$ cat src/rtl/mulu_8_pkg.sv
// Shared ALU definitions: FSM state encoding (common with the divider) and
// the shift-add iteration count.
package mulu_8_pkg;

  typedef enum logic [1:0] {
    IDLE = 2'b00,
    CALC = 2'b01,
    RESL = 2'b11
  } alu_state_t;

  localparam int unsigned ITER      = 8;
  localparam logic [3:0]  LAST_ITER = 4'(ITER - 1);

endpackage : mulu_8_pkg

$ cat src/rtl/mulu_8.sv
// Sequential unsigned 8x8 multiply-add, P = src1 * src2 + src3, using a fixed
// 8-iteration shift-add datapath with a start/done handshake.
module mulu_8
  import mulu_8_pkg::*;
(
  input  logic        clk,
  input  logic        rst,
  input  logic        start,
  input  logic [7:0]  src1,
  input  logic [7:0]  src2,
  input  logic [7:0]  src3,
  output logic [15:0] P,
  output logic        busy,
  output logic        done
);

  alu_state_t  r_state;
  logic [3:0]  r_count;
  logic [15:0] r_acc;
  logic [15:0] r_mcand;
  logic [7:0]  r_mplier;

  assign busy = (r_state != IDLE);

  // NOTE: all state uses non-blocking assignments so every register samples
  // the pre-edge values of its neighbours; blocking here would chain updates.
  always_ff @(posedge clk) begin
    if (rst) begin
      r_state  <= IDLE;
      r_count  <= '0;
      r_acc    <= '0;
      r_mcand  <= '0;
      r_mplier <= '0;
      P        <= '0;
      done     <= 1'b0;
    end else begin
      case (r_state)
        IDLE: begin
          done    <= 1'b0;
          r_count <= '0;
          if (start) begin
            // The addend seeds the accumulator, so the add costs no extra cycle.
            r_acc    <= {8'h00, src3};
            r_mcand  <= {8'h00, src1};
            r_mplier <= src2;
            r_state  <= CALC;
          end
        end
        CALC: begin
          if (r_mplier[0]) r_acc <= r_acc + r_mcand;
          r_mcand  <= r_mcand << 1;
          r_mplier <= r_mplier >> 1;
          r_count  <= r_count + 4'd1;
          if (r_count == LAST_ITER) r_state <= RESL;
        end
        RESL: begin
          P       <= r_acc;
          done    <= 1'b1;
          r_state <= IDLE;
        end
        default: begin
          done    <= 1'b0;
          r_state <= IDLE;
        end
      endcase
    end
  end

endmodule : mulu_8

$ cat config.mk
export PLATFORM = sky130hd
export DESIGN_NAME = mulu_8
export DESIGN_NICKNAME = d
export VERILOG_FILES = /design/src/rtl/mulu_8_pkg.sv /design/src/rtl/mulu_8.sv
export SDC_FILE = /design/constraint.sdc
export NUM_CORES = 1
export LEC_CHECK = 0
export BUFFER_PORTS_ARGS = -buffer_cell sky130_fd_sc_hd__buf_2
export CORE_ASPECT_RATIO = 0.7
export CORE_MARGIN = 1
export CORE_UTILIZATION = 30
export DETAILED_ROUTE_END_ITERATION = 8
export GPL_TIMING_DRIVEN = 0
export HOLD_SLACK_MARGIN = 0.15
export PLACE_DENSITY = 0.49
export RECOVER_POWER = 50
export SLEW_MARGIN = 20
export SYNTH_ARGS = -nofsm -noshare
export SYNTH_HDL_FRONTEND = slang
export SYNTH_SLANG_ARGS = --single-unit
export TNS_END_PERCENT = 20
$ cat constraint.sdc
create_clock -name clk -period 3.19 [get_ports clk]
set_input_delay 0.319 -clock clk [delete_from_list [all_inputs] [get_ports clk]]
set_output_delay 0.319 -clock clk [all_outputs]
set_load 0.005 [all_outputs]
=== Word-level counts from Yosys, hierarchy flattened ===
Cells that the tools add are included.
W data, S select, Z words.

* $add $sub $neg: 2
* Reduce and logical (&&, ||, !) cells: 6
* Equal/unequal tests: 6
* Mux-type cells: 12

{| class="wikitable"
|+ Operators by type and width
! kind !! number
|-
| $pmux W16 S2 || 2
|-
| $mux W16 || 3
|-
| $add A16 B16 Y16 || 1
|-
| $pmux W8 S2 || 1
|-
| $mux W8 || 1
|-
| $pmux W4 S2 || 1
|-
| $ne A2 B2 Y1 const B || 3
|-
| $add A4 B1 Y4 const B || 1
|-
| $eq A4 B3 Y1 const B || 1
|-
| $mux W2 || 2
|-
| $pmux W2 S2 || 1
|-
| $reduce_and A2 Y1 || 2
|-
| $reduce_bool A2 Y1 || 2
|-
| $reduce_and A3 Y1 || 1
|-
| $eq A2 B1 Y1 const B || 1
|-
| $eq A2 B2 Y1 const B || 1
|-
| $logic_not A2 Y1 || 1
|-
| $pmux W1 S2 || 1
|}

* Input port bits: 27
* Word-level logic and storage cells: 33
* Register bits: 63

=== Logic depth before layout (Yosys ltp) ===
* Depth in word-level cells: 3
* Depth in mapped cells: 7
* Mapped depth without buffers: 7

=== Worst setup path after synthesis ===
OpenSTA, ideal clock, no wires.

* Kind: reg2reg
* Start: register r_acc[0]
* End: register r_acc[12]
* Stages on the path, launching flop included: 8
* Clock period less this slack: 2.298 ns
* Setup slack: 0.892 ns
* Data required time: 3.073 ns
* Arrival: 2.181 ns
* Setup time: 0.117 ns
* Path through: dfxtp_1 -> ha_1 -> fa_1 -> a21o_1 -> a311oi_2 -> nor3_2 -> or3_1 -> a32o_1

* Word-level cells in the longest chain between the ends: 3

{| class="wikitable"
|+ RTL lines
! element !! RTL line !! text
|-
| from (decl) || mulu_8.sv:19 || <nowiki>logic [15:0] r_acc;</nowiki>
|-
| from (signal assigned) || mulu_8.sv:43 || <nowiki>r_acc <= {8'h00, src3};</nowiki>
|-
| from (signal assigned) || mulu_8.sv:50 || <nowiki>if (r_mplier[0]) r_acc <= r_acc + r_mcand;</nowiki>
|-
| $add A16 B16 Y16 || mulu_8.sv:50 ||
|-
| $mux W16 || mulu_8.sv:50 ||
|-
| $pmux W16 S2 || mulu_8.sv:37 || <nowiki>case (r_state)</nowiki>
|}

No other way between the ends. The select of a mux whose other input is x is not followed.
A chain may end at the register's enable or synchronous reset.

=== Final worst setup path ===
* Start: register r_mcand[0]
* End: register r_acc[12]

* Word-level cells in the longest chain between the ends: 3

{| class="wikitable"
|+ RTL lines
! element !! RTL line !! text
|-
| from (decl) || mulu_8.sv:20 || <nowiki>logic [15:0] r_mcand;</nowiki>
|-
| from (signal assigned) || mulu_8.sv:44 || <nowiki>r_mcand <= {8'h00, src1};</nowiki>
|-
| from (signal assigned) || mulu_8.sv:51 || <nowiki>r_mcand <= r_mcand << 1;</nowiki>
|-
| $add A16 B16 Y16 || mulu_8.sv:50 ||
|-
| $mux W16 || mulu_8.sv:50 ||
|-
| $pmux W16 S2 || mulu_8.sv:37 ||
|}

No other way between the ends. The select of a mux whose other input is x is not followed.

==> impl_metrics.env <==
export IMPL_synth_top_area_share_pct=38.7
export IMPL_regArea_um2=1260
export IMPL_reg2reg_depth=7
export IMPL_grt_max_degree=11
export IMPL_nets=521
export IMPL_synth_flop_cell="dfxtp_1"
export IMPL_leakage_nw=1.61
export IMPL_drt_iter0_drc=189
export IMPL_min_period_ns=2.60
export IMPL_placed_cells=598
export IMPL_worstMarginPinSlew_ns=0.651
export IMPL_worst_path_largest_cell_delay_ns=0.45
export IMPL_synth_edff_count=0
export IMPL_finalCritPeriodShare_pct=81.6
export IMPL_core_um2=10400
export IMPL_die_w_um=127
export IMPL_fmaxAchievable_mhz=384
export IMPL_cts_tree="built"
export IMPL_path_clk_slew_ns=0.05
export IMPL_async_reset_ff_share_pct=0
export IMPL_crit_type="flip-flop to flip-flop"
export IMPL_synth_nets=467
export IMPL_cts_num_sinks=63
export IMPL_ys_seq_area_share_pct=38.7
export IMPL_rr_endpoint="r_acc[12]"
export IMPL_cts_made_buffers=9
export IMPL_start_util_pct=31.2
export IMPL_place_congestion=0.864
export IMPL_rsz0062_at_grt="no"
export IMPL_r2r_start="r_mcand[0]"
export IMPL_htreeDepth=3
export IMPL_hold_buffers=0
export IMPL_holdCritPathClass="primary input to flip-flop"
export IMPL_dr_pass1_iters=5
export IMPL_crit_start="r_mcand[0]"
export IMPL_crit_fanout=4
export IMPL_drt_total_wl_um=9310
export IMPL_overflow=0
export IMPL_slowest_stage="a311oi_2"
export IMPL_synth_warnings=0
export IMPL_dieArea_um2=11300
export IMPL_syn_avg_cell_area_um2=7.70
export IMPL_drc=0
export IMPL_io_buffer_count=43
export IMPL_routed_via_count=3120
export IMPL_synth_cell_type_count=51
export IMPL_io_pins=45
export IMPL_finalSetupViolations=0
export IMPL_via_per_inst=5.10
export IMPL_n_fill_cell=1113
export IMPL_yosysTopAreaCell="dfxtp_1"
export IMPL_ys_top_cells_by_area="dfxtp_1 (39%), nor2_1 (8.4%), a21oi_1 (7.4%)"
export IMPL_syn_inst=423
export IMPL_startpoint_type="flip-flop"
export IMPL_grt_pass1_vias=2727
export IMPL_final_layout_size_suffix_gt1_share_pct=12.1
export IMPL_crit_path_end="r_acc[12]"
export IMPL_dp_hpwl_um=7060
export IMPL_postCtsSetupBuffers=0
export IMPL_max_cap_violations=0
export IMPL_crit_buf_inv=0
export IMPL_cts_root_buffer="clkbuf_16"
export IMPL_ir_drop_mv=0.252
export IMPL_multi_input_area_um2=1880
export IMPL_grt_usage_pct=17.1
export IMPL_rrSetupSlack_ns=0.59
export IMPL_clk_latency_ns=0.33
export IMPL_layout_cells_non_filler=612
export IMPL_cts_resized=0
export IMPL_required_ns=3.41
export IMPL_grt_pass1_wl_um=14500
export IMPL_avgRoutedWirePerCell_um=15.2
export IMPL_ys_ff_latch=63
export IMPL_area_growth_pct=19.6
export IMPL_worst_setup_path_end_kind="flip-flop"
export IMPL_hold_viol=0
export IMPL_worstPathArrival_ns=2.82
export IMPL_tns_ns=0
export IMPL_drv_slew=0
export IMPL_power_density_nw_per_um2=510
export IMPL_clock_skew_final_ns=0.00767
export IMPL_syn_area_um2=3260
export IMPL_num_rows=31
export IMPL_ant_nets=0
export IMPL_relSlewSlack_pct=56.6
export IMPL_status="completed"
export IMPL_cts_buffer_depth=2
export IMPL_path_cells="ha_1 > fa_1 > a21o_1 > a311oi_2 > nor3_2 > or3_1 > a32o_1"
export IMPL_cp_depth=7
export IMPL_path_delay_family="compound AO/OA/AOI/OAI gates"
export IMPL_die_y_um=89.2
export IMPL_antenna_cells=0
export IMPL_antenna_found_initial=0
-- kinds of logic (layout without fill, tap and decap cells) --
group                      count (synthesis)  after routing  synth area share, %
AOI/OAI and AO/OA                        104            104                 20.5
xor gates and xnor gates                   8              8                 2.15
adders and majority gates                 17             17                 6.76
buffers and inverters                     30             87                 3.54
DFF                                       63             63                 38.7
muxes                                      3              3                0.922
and+or+nand+nor                          198            198                 27.4
-- registers in the layout (all words and copies together) (netlist names) --
register / count
done: 1
r_count: 4
r_mplier: 8
r_state: 2
r_mcand: 16
r_acc: 16
P: 16
-- cell usage after synthesis (2+ instances only) --
cell type and instances:
a211oi_1 3, nor2_1 73, nor4_1 2, a21oi_1 48
buf_1 6, nand2_1 64, nand4_1 2, o21a_1 2
a31oi_1 2, clkbuf_1 18, a41oi_1 2, a22oi_1 9
a311oi_1 5, a32o_1 2, buf_2 2, ha_1 16
o21ai_0 12, or3_1 2, inv_1 4, a21o_1 4
nand2b_1 3, xnor2_1 4, mux2i_1 3, and3_1 4
xor2_1 4, nand3b_1 3, nand3_1 5, dfxtp_1 63
nor2b_1 15, nor3_1 17, nand4b_1 2, o211ai_1 3
-- worst reg2reg max path, stage by stage, from the launching register on --
cell and delay, ns:
dfxtp_1 0.38, ha_1 0.26, fa_1 0.42, a21o_1 0.24, a311oi_2 0.45, nor3_2 0.13
or3_1 0.37, a32o_1 0.26
-- worst min-delay path by stage --
stage / startpoint / endpoint / slack (ns) / cells after the start
floorplan: r_count[3] / r_state[1] / 0.42 / 1
global placement: r_count[3] / r_state[1] / 0.44 / 1
detailed placement: r_count[3] / r_state[1] / 0.44 / 1
CTS: src3[4] / r_acc[4] / 0.27 / 3
global route: src2[7] / r_mplier[7] / 0.27 / 3
finish: src3[4] / r_acc[4] / 0.27 / 3
-- power breakdown --
group | total, mW | internal [mW] | switching, mW
Sequential | 0.850 | 0.819 | 0.0313
Combinational | 0.247 | 0.0949 | 0.152
Clock | 0.888 | 0.558 | 0.330
-- routing by layer --
| layer | vias to the layer above | share of wire [%] | track usage [%] |
|---|---|---|---|
| met3 | 9 | 6.0 | 4.49 |
| met4 | 0 | 0.93 | 4.93 |
| met1 | 1440 | 55 | 25.6 |
| met5 | - | 0 | 0 |
| met2 | 77 | 38 | 23.7 |
| li1 | 1594 | - | - |
-- layout make-up --
cell class	count	share of cell area, %
flip-flops and latches	63	32.4
clock buffers	13	6.68
plain buffers	26	2.54
clock inverters	1	0.129
inverters	4	0.386
multi-input cells	330	48.3
well taps	132	4.24
repair buffers	43	5.37
-- metrics by stage --
| step | setup WS, ns | hold WS [ns] | util [%] | area (um2) | power (mW) |
|---|---|---|---|---|---|
| floorplan | 0.892 | 0.416 | - | 3260 | 1.03 |
| global placement | 0.627 | 0.442 | 34.8 | 3640 | 1.11 |
| detailed placement | 0.634 | 0.438 | 34.8 | 3640 | 1.11 |
| CTS | 0.624 | 0.265 | 37.4 | 3900 | 2.00 |
| global route | 0.448 | 0.272 | 37.3 | 3890 | 2.07 |
| finish | 0.586 | 0.273 | 37.3 | 3890 | 1.98 |
-- placed cells by master (no fill, tap or decap), types with 2 or more instances in the layout --
| master | synthesis | final |
|---|---|---|
| nor2_1 | 73 | 73 |
| nand2_1 | 64 | 64 |
| dfxtp_1 | 63 | 63 |
| a21oi_1 | 48 | 48 |
| buf_2 | 2 | 39 |
| clkbuf_1 | 18 | 27 |
| nor3_1 | 17 | 17 |
| ha_1 | 16 | 16 |
| nor2b_1 | 15 | 15 |
| o21ai_0 | 12 | 12 |
| a22oi_1 | 9 | 9 |
| clkbuf_16 | 0 | 9 |
| buf_1 | 6 | 5 |
| nand3_1 | 5 | 5 |
| a311oi_1 | 5 | 5 |
| inv_1 | 4 | 4 |
| xor2_1 | 4 | 4 |
| a21o_1 | 4 | 4 |
| xnor2_1 | 4 | 4 |
| and3_1 | 4 | 4 |
| nand2b_1 | 3 | 3 |
| nand3b_1 | 3 | 3 |
| mux2i_1 | 3 | 3 |
| a211oi_1 | 3 | 3 |
| o211ai_1 | 3 | 3 |
| nor4_1 | 2 | 2 |
| nand4b_1 | 2 | 2 |
| nand4_1 | 2 | 2 |
| o21a_1 | 2 | 2 |
| a31oi_1 | 2 | 2 |
| a41oi_1 | 2 | 2 |
| or3_1 | 2 | 2 |
| a32o_1 | 2 | 2 |
| clkbuf_8 | 0 | 2 |
Note: power is estimated with default switching activity, not from simulation.
